### src/rtl/bram_port_arbiter_pkg.sv
// rtl/bram_port_arbiter_pkg.sv - shared types and sizing helpers for the BRAM port arbiter
package bram_arb_pkg;

  typedef enum logic {ARB, LOCKED} arb_state_t;

  localparam int LOCK_CNT_W = 8;

  function automatic int idx_w(input int n);
    return (n > 1) ? $clog2(n) : 1;
  endfunction

endpackage

### src/rtl/bram_port_arbiter_rr_picker.sv
// rtl/bram_port_arbiter_rr_picker.sv - combinational round-robin priority encoder
module rr_picker #(
  parameter int N     = 3,
  parameter int IDX_W = 2
) (
  input  logic [N-1:0]     req,
  input  logic [IDX_W-1:0] start,
  output logic [N-1:0]     grant,
  output logic [IDX_W-1:0] idx,
  output logic             any
);

  int j;

  always_comb begin
    grant = '0;
    idx   = '0;
    any   = 1'b0;
    j     = 0;
    for (int k = 0; k < N; k++) begin
      j = int'(start) + k;
      if (j >= N) j = j - N;
      if (!any && req[j]) begin
        any      = 1'b1;
        grant[j] = 1'b1;
        idx      = IDX_W'(j);
      end
    end
  end

endmodule

### src/rtl/bram_port_arbiter.sv
// rtl/bram_port_arbiter.sv - round-robin sharing of one BRAM port with bounded lock
module bram_port_arbiter #(
  parameter int NUM_REQ      = 3,
  parameter int ADDR_W       = 10,
  parameter int DATA_W       = 8,
  parameter int BRAM_LATENCY = 0,
  parameter int LOCK_MAX     = 16
) (
  input  logic                      clock,
  input  logic                      reset_n,
  input  logic [NUM_REQ-1:0]        req,
  input  logic [NUM_REQ-1:0]        we,
  input  logic [NUM_REQ-1:0]        lock,
  input  logic [NUM_REQ*ADDR_W-1:0] addr,
  input  logic [NUM_REQ*DATA_W-1:0] wdata,
  output logic [NUM_REQ-1:0]        ack,
  output logic [NUM_REQ-1:0]        rvalid,
  output logic [DATA_W-1:0]         rdata,
  output logic                      bram_wren,
  output logic [ADDR_W-1:0]         bram_address,
  output logic [DATA_W-1:0]         bram_data,
  input  logic [DATA_W-1:0]         bram_q
);
  import bram_arb_pkg::*;

  localparam int IDX_W = idx_w(NUM_REQ);

  arb_state_t              state, state_n;
  logic [IDX_W-1:0]        rr, rr_n, owner, owner_n, sel;
  logic [LOCK_CNT_W-1:0]   lock_cnt, lock_cnt_n;
  logic [NUM_REQ-1:0]      owner_mask, cand, grant_vec, rd_vec;
  logic                    any_req, granted;
  logic [ADDR_W-1:0]       sel_addr, addr_hold;
  logic [DATA_W-1:0]       sel_data, data_hold;

  // While locked, only the owner is visible to the picker.
  assign owner_mask = {{(NUM_REQ-1){1'b0}}, 1'b1} << owner;
  assign cand       = (state == LOCKED) ? (req & owner_mask) : req;

  rr_picker #(.N(NUM_REQ), .IDX_W(IDX_W)) u_picker (
    .req   (cand),
    .start (rr),
    .grant (grant_vec),
    .idx   (sel),
    .any   (any_req)
  );

  // Reset also masks the combinational grant path so every output reads zero.
  assign granted  = any_req & reset_n;
  assign sel_addr = addr[int'(sel)*ADDR_W +: ADDR_W];
  assign sel_data = wdata[int'(sel)*DATA_W +: DATA_W];

  assign ack          = granted ? grant_vec : '0;
  assign bram_wren    = granted & we[sel];
  assign bram_address = granted ? sel_addr : addr_hold;
  assign bram_data    = granted ? sel_data : data_hold;
  assign rd_vec       = (granted && !we[sel]) ? grant_vec : '0;

  generate
    if (BRAM_LATENCY == 0) begin : g_comb
      assign rvalid = rd_vec;
    end else begin : g_reg
      logic [NUM_REQ-1:0] rvalid_q;
      always_ff @(posedge clock or negedge reset_n) begin
        if (!reset_n) rvalid_q <= '0;
        else          rvalid_q <= rd_vec;
      end
      assign rvalid = rvalid_q;
    end
  endgenerate

  assign rdata = (|rvalid) ? bram_q : '0;

  always_comb begin
    state_n    = state;
    rr_n       = rr;
    owner_n    = owner;
    lock_cnt_n = lock_cnt;
    if (granted) rr_n = (sel == IDX_W'(NUM_REQ-1)) ? '0 : sel + 1'b1;
    case (state)
      ARB: begin
        if (granted && lock[sel] && LOCK_MAX > 1) begin
          state_n    = LOCKED;
          owner_n    = sel;
          lock_cnt_n = LOCK_CNT_W'(1);
        end
      end
      LOCKED: begin
        // Stalled owner cycles count too, so the lock is always bounded.
        lock_cnt_n = lock_cnt + 1'b1;
        if ((granted && !lock[sel]) || lock_cnt_n == LOCK_CNT_W'(LOCK_MAX)) begin
          state_n    = ARB;
          lock_cnt_n = '0;
        end
      end
      default: state_n = ARB;
    endcase
  end

  always_ff @(posedge clock or negedge reset_n) begin
    if (!reset_n) begin
      state     <= ARB;
      rr        <= '0;
      owner     <= '0;
      lock_cnt  <= '0;
      addr_hold <= '0;
      data_hold <= '0;
    end else begin
      state    <= state_n;
      rr       <= rr_n;
      owner    <= owner_n;
      lock_cnt <= lock_cnt_n;
      if (granted) begin
        addr_hold <= sel_addr;
        data_hold <= sel_data;
      end
    end
  end

endmodule

### config.mk
export PLATFORM = sky130hd
export DESIGN_NAME = bram_port_arbiter
export DESIGN_NICKNAME = d
export VERILOG_FILES = /design/src/rtl/bram_port_arbiter_pkg.sv /design/src/rtl/bram_port_arbiter_rr_picker.sv /design/src/rtl/bram_port_arbiter.sv
export SDC_FILE = /design/constraint.sdc
export NUM_CORES = 1
export LEC_CHECK = 0
export BUFFER_PORTS_ARGS = -buffer_cell sky130_fd_sc_hd__buf_2
export CAP_MARGIN = 20
export CORE_ASPECT_RATIO = 1.75
export CORE_MARGIN = 5
export CORE_UTILIZATION = 25
export CTS_CLUSTER_DIAMETER = 150
export DETAILED_ROUTE_END_ITERATION = 8
export GPL_ROUTABILITY_DRIVEN = 0
export PLACE_DENSITY = 0.46
export SKIP_LAST_GASP = 1
export SYNTH_ARGS = -nofsm -noshare
export SYNTH_HDL_FRONTEND = slang
export SYNTH_SLANG_ARGS = --single-unit
export TNS_END_PERCENT = 20
### constraint.sdc
create_clock -name clock -period 7.2 [get_ports clock]
set_clock_uncertainty 0.1 [all_clocks]
set_input_delay 0.36 -clock clock [delete_from_list [all_inputs] [get_ports clock]]
set_output_delay 0.36 -clock clock [all_outputs]
set_load 0.05 [all_outputs]
### Word level (Yosys, flattened, before mapping)

Cells that the tools add are included.

* register bits: 31
* logic and storage cells: 95
* input port bits: 73
* latch bits: 0
* memories kept: 0
* memory bits (read-only): 0
* RAM bits: 0
* output and inout bits: 33

* bitwise gates (word level): 6
* shifts and indexed selects: 3
* div/mod/pow operators: 0
* muxes and demuxes: 44
* order comparisons: 10
* reductions and logical operators: 15
* multiply operators: 1
* add/sub/neg operators: 7
* eq/ne operators: 3

Operators by type and width (count)
* 32-bit by 1-bit greater-or-equal comparator with 1-bit output (second input constant): 3
* 32-bit by 4-bit < comparator with 1-bit output (second input constant): 3
* 32-bit two-way mux: 3
* 32-bit by 3-bit greater-or-equal comparator with 1-bit output (second input constant): 2
* 32-bit by 3-bit subtractor with 32-bit output (second input constant): 2
* 8-bit two-way mux: 4
* 30-bit by 7-bit variable part select with 10-bit output: 1
* 24-bit by 6-bit variable part select with 8-bit output: 1
* 3-bit two-way mux: 6
* 1-bit two-way mux: 16
* 8-bit one-hot mux with 2 select lines: 1
* 1-bit binary-select mux with 2-bit select: 5
* 10-bit two-way mux: 1
* 8-bit by 1-bit adder with 8-bit output (second input constant): 1
* 8-bit by 5-bit equality test with 1-bit output (second input constant): 1
* 1-bit logical AND: 8
* 2-bit two-way mux: 4
* 1-bit demux with 2-bit select: 3
* 3-bit OR: 2
* 2-bit by 3-bit multiplier with 5-bit output (second input constant): 1
* 1-bit logical NOT: 4
* 2-bit by 1-bit adder with 3-bit output (second input constant): 1
* 2-bit by 2-bit adder with 3-bit output (second input constant): 1
* 3-bit bitwise AND: 1
* other kinds (13): 14

### Logic depth before layout (Yosys ltp)

* depth in word-level cells: 20
* depth in mapped cells: 11
* gate-level depth less buffers: 9

### Cells and area by module

A second synthesis with hierarchy kept.

* cells, all modules: 281
* area total of the unflattened synthesis: 2336.0 µm²

By module, submodules not included
* bram_port_arbiter: instances 1, cells an instance 229, seq. area each 775.7 µm², area each 1954.4 µm²
* rr_picker: instances 1, cells an instance 52, seq. area each 0.0 µm², area each 381.6 µm²

### Least setup slack after synthesis

OpenSTA, ideal clock, no wires.

* path type: reg-to-output
* start point: reg rr[0]
* end point: out rdata[0]
* data arrival time: 3.213 ns
* cell stages (with the launch flop): 12
* data required time: 6.740 ns
* slack: 3.527 ns
* path buffers: 2
* cells stage by stage: dfrtp_1 -> inv_1 -> ha_1 -> buf_2 -> inv_1 -> a22o_1 -> o31ai_1 -> a21boi_1 -> o31ai_2 -> nand2_1 -> buf_2 -> a211oi_1

* word-level cells in the longest chain between the ends: 19
* elaborated cells on any way between the ends: 58
* classes of those cells: add/sub (5); order compare (9); mux (31); bitwise (3); reduce/logical (10)

Ends and longest elaborated chain
* start: declaration: line bram_port_arbiter.sv:29 `logic [IDX_W-1:0] rr, rr_n, owner, owner_n, sel;`
* start signal: assignment: line bram_port_arbiter.sv:110 `rr <= rr_n;`
* branches (longest 16 deep; another with 32-bit by 3-bit subtractor with 32-bit output)
* 3-bit two-way mux (*): line bram_port_arbiter.sv:57 `assign rd_vec = (granted && !we[sel]) ? grant_vec : '0;`
* 3-bit OR reduction (*): line bram_port_arbiter.sv:72 `assign rdata = (|rvalid) ? bram_q : '0;`
* 8-bit two-way mux (*): line bram_port_arbiter.sv:72
* end: declaration: line bram_port_arbiter.sv:18 `output logic [DATA_W-1:0] rdata,`

Mark *: on every way between the ends. The select of a mux whose other input is x is not followed.

### Worst setup path after layout

* start point: reg rr[0]
* end point: out bram_address[6]

* word-level cells in the longest chain between the ends: 15
* elaborated cells on any way between the ends: 34
* classes of those cells: add/sub (5); mul (1); order compare (3); shift (1); mux (19); bitwise (1); reduce/logical (4)

Ends and longest elaborated chain
* branches (longest 14 deep; another with 32-bit by 3-bit subtractor with 32-bit output)
* 10-bit two-way mux (*)
* end: declaration: line bram_port_arbiter.sv:20 `output logic [ADDR_W-1:0] bram_address,`

Marks and branches as above.

==> metrics.txt <==
FP Rows=47; global-route wire length before repair=roughly 12 mm; combinational power share=68.0%; Final nets=roughly 470; Seq cells post-synth=31; Pint=around 0.00077 W; final core utilization=roughly a third; flop-to-flop setup slack=3960 ps; fin. max-slew vios=0; Req. time, crit path=a little under 7000 ps; die area=between 10000 and 15000 µm²; Num CTS Buffers=5; Async SR Flop Fraction=100%; largest net degree at the start of global routing=38; vias in the first global route=2496; Max Cap Viol=0; Max transition margin=49.6%; VDD IR max=250 µV; Yosys warnings=0; Port Buffers=~110; post-synthesis sequential area ratio=32.1%; critical path data arrival time=3320 ps; Final period util=52.5%; Setup Buffers After CTS=0; CP cell instances=inv_1 -> ha_1 -> inv_1 -> a22o_1 -> o31ai_1 -> nand2_1 -> buf_16 -> mux2i_1 -> a211oi_1 -> a21o_1 -> buf_2; setup tns final=0 ps; WL met2=3.88 mm; switch share=55.3%; Worst Setup End Kind=primary output; routed len/inst=approximately 15 µm; Mapped Nets=369; CTS Buffer Depth=2; CP Buf/Inv Count=4; DP Area=3040 µm²; Root Buffer=clkbuf_16; Filler Cell Count=slightly below 1000; sw power=0.000954 W; GRT overflow=0; post-DP HPWL=6.06 mm; Clk network pwr share=14.4%; leakage power=about 1.7 nW; Max Freq=~260 MHz; CTS HTree Levels=2; Least-Margin Pin Slew=757 ps; EDFF count, synth=0; Cell Area, Synth=2420 µm²; M1 WL=2.81 mm; PD cells=531 nW/µm²; Crit Path Category=flop to primary output; antenna violations before repair=0; most common cell in the netlist=nor2_1; Core Region=9470 µm²; post-synthesis average cell area=8.31 µm²; CTS sink count=31; top cell type's share of synthesized area=between 30% and 40%; Cells after Synth=291; crit-path max FO=17; status=finished, final reports clean; drt via density=4.93; Min-Delay Path Class=primary input to asynchronous set/reset pin; largest cells by area after synthesis=dfrtp_1 32%, mux2i_1 8.7%, a211oi_1 8.4%, a21o_1 5.9%, nor2_1 5.1%; # resized after CTS=0; slowest CP cell=ha_1; unrepaired setup endpoints after global routing=false; Initial Util=25.5%; GRT Total Usage=12.7%; delay-heaviest family, CP=compound AO/OA/AOI/OAI gates; Crit path largest cell delay=~440 ps; Area Overhead vs Synth=34.2%; Ports=106; DRT iter0 DRCs=72; most frequent CP cell=inv_1; wire length on met3=roughly 460 µm; CTS tree=yes; Power, Total=0.00172 W; Hold Fails Final Rpt=0; Routed Antenna Nets=0; clk slew on worst S/H paths=50 ps; Tmin final=3780 ps; Die X=~84 µm; Commonest cells post-synth=33 x nor2_1, 31 x dfrtp_1, 27 x a211oi_1; Main synth FF type=dfrtp_1; Routed WL=7.56 mm; Reg power frac=17.6%; via count=2527; Yosys cell types=52; antenna cells=0; Clock Latency Late Sink=280 ps; Design Area, Final=3250 µm²; drt pass-1 iters=4; DRC viols=0; top layer in use=met4; height of the die=140 µm; Yosys top cell by area=dfrtp_1; layout cells sized above 1=33.2%; Final setup viols=0; Post-CTS Hold Buffers=0; CP Launch Type=flop
==> registers in the layout, summed over array words and instances (netlist names) <==
register and cells:
addr_hold 10, data_hold 8, lock_cnt 8, owner 2
rr 2, state 1
==> metrics by stage <==
| stage | hold slack [ps] | cells | worst slack [ps] |
|---|---|---|---|
| after floorplan | -35.6 | 291 | 3530 |
| after global placement | 353 | 504 | 3430 |
| after detailed placement | 358 | 504 | 3350 |
| after CTS | 95.0 | 512 | 2990 |
| after global routing | 128 | 513 | 3140 |
| final | 40.7 | 513 | 3420 |
==> path summary, 6_finish.rpt <==
check | start | endpoint | depth (start not counted)
worst max-delay path | rr[0]$_DFFE_PN0N_ | bram_address[6] | 11
worst min-delay path | reset_n | lock_cnt[3]$_DFFE_PN0P_ | 1
worst max register to register | rr[0]$_DFFE_PN0N_ | owner[0]$_DFFE_PN0P_ | 9
worst min register to register | data_hold[0]$_DFF_PN0_ | data_hold[0]$_DFF_PN0_ | 1
max in group asynchronous | reset_n | owner[1]$_DFFE_PN0P_ | 1
min in group clock | data_hold[0]$_DFF_PN0_ | data_hold[0]$_DFF_PN0_ | 1
==> cell type report <==
cell class | count | area (µm²) | share of cell area, %
timing repair buffer | 108 | 568 | 17.5
multi-input combinational | 225 | 1500 | 46.3
clock inverter | 2 | 35.0 | 1.08
tap | 122 | 153 | 4.70
inverter | 19 | 71.3 | 2.20
sequential | 31 | 776 | 23.9
clock buffer | 6 | 139 | 4.28
==> cells in the final DEF (no fill, tap or decap), types with 4 or more instances in the layout <==
cell	count
a211oi_1	27
a21o_1	19
a21oi_1	6
buf_2	105
clkbuf_16	5
dfrtp_1	31
ha_1	5
inv_1	18
mux2i_1	21
nand2_1	24
nand3_1	9
nand3b_1	4
nor2_1	33
nor3_1	5
o2111ai_1	4
o21ai_0	4
o21ai_1	7
o22ai_1	5
==> cells by family after synthesis <==
| family | count (synthesis) | share of synthesized area, % |
|---|---|---|
| flops | 31 | 32.1 |
| fa+ha+maj | 5 | 2.59 |
| simple gates | 99 | 19.7 |
| mux | 22 | 9.16 |
| buf+inv | 35 | 5.74 |
| xor+xnor | 3 | 1.09 |
| compound gates | 96 | 29.7 |
==> worst register-to-register path, delay by kind of cell (launching register included) <==
kind	cells	cell delay, ps
buf+inv	3	780
flops	1	400
fa+ha+maj	1	440
simple gates	3	760
mux	1	310
compound gates	1	340
==> power groups by stage <==
stage | registers (W) | clock network (W) | logic, W
detailed placement | 0.000307 | 0 | 0.00117
finish | 0.000303 | 0.000249 | 0.00117
global route | 0.000314 | 0.000265 | 0.00127
floorplan | 0.000285 | 0 | 0.000937
global placement | 0.000304 | 0 | 0.00117
CTS | 0.000304 | 0.000257 | 0.00117
==> layer usage <==
layer / GRT usage (%) / up-vias
li1: - / 1261
met1: 13.2 / 1124
met2: 22.9 / 114
met3: 2.35 / 28
met4: 8.17 / 0
met5: 0 / -
No activity file was read; power rests on OpenSTA's default activity.
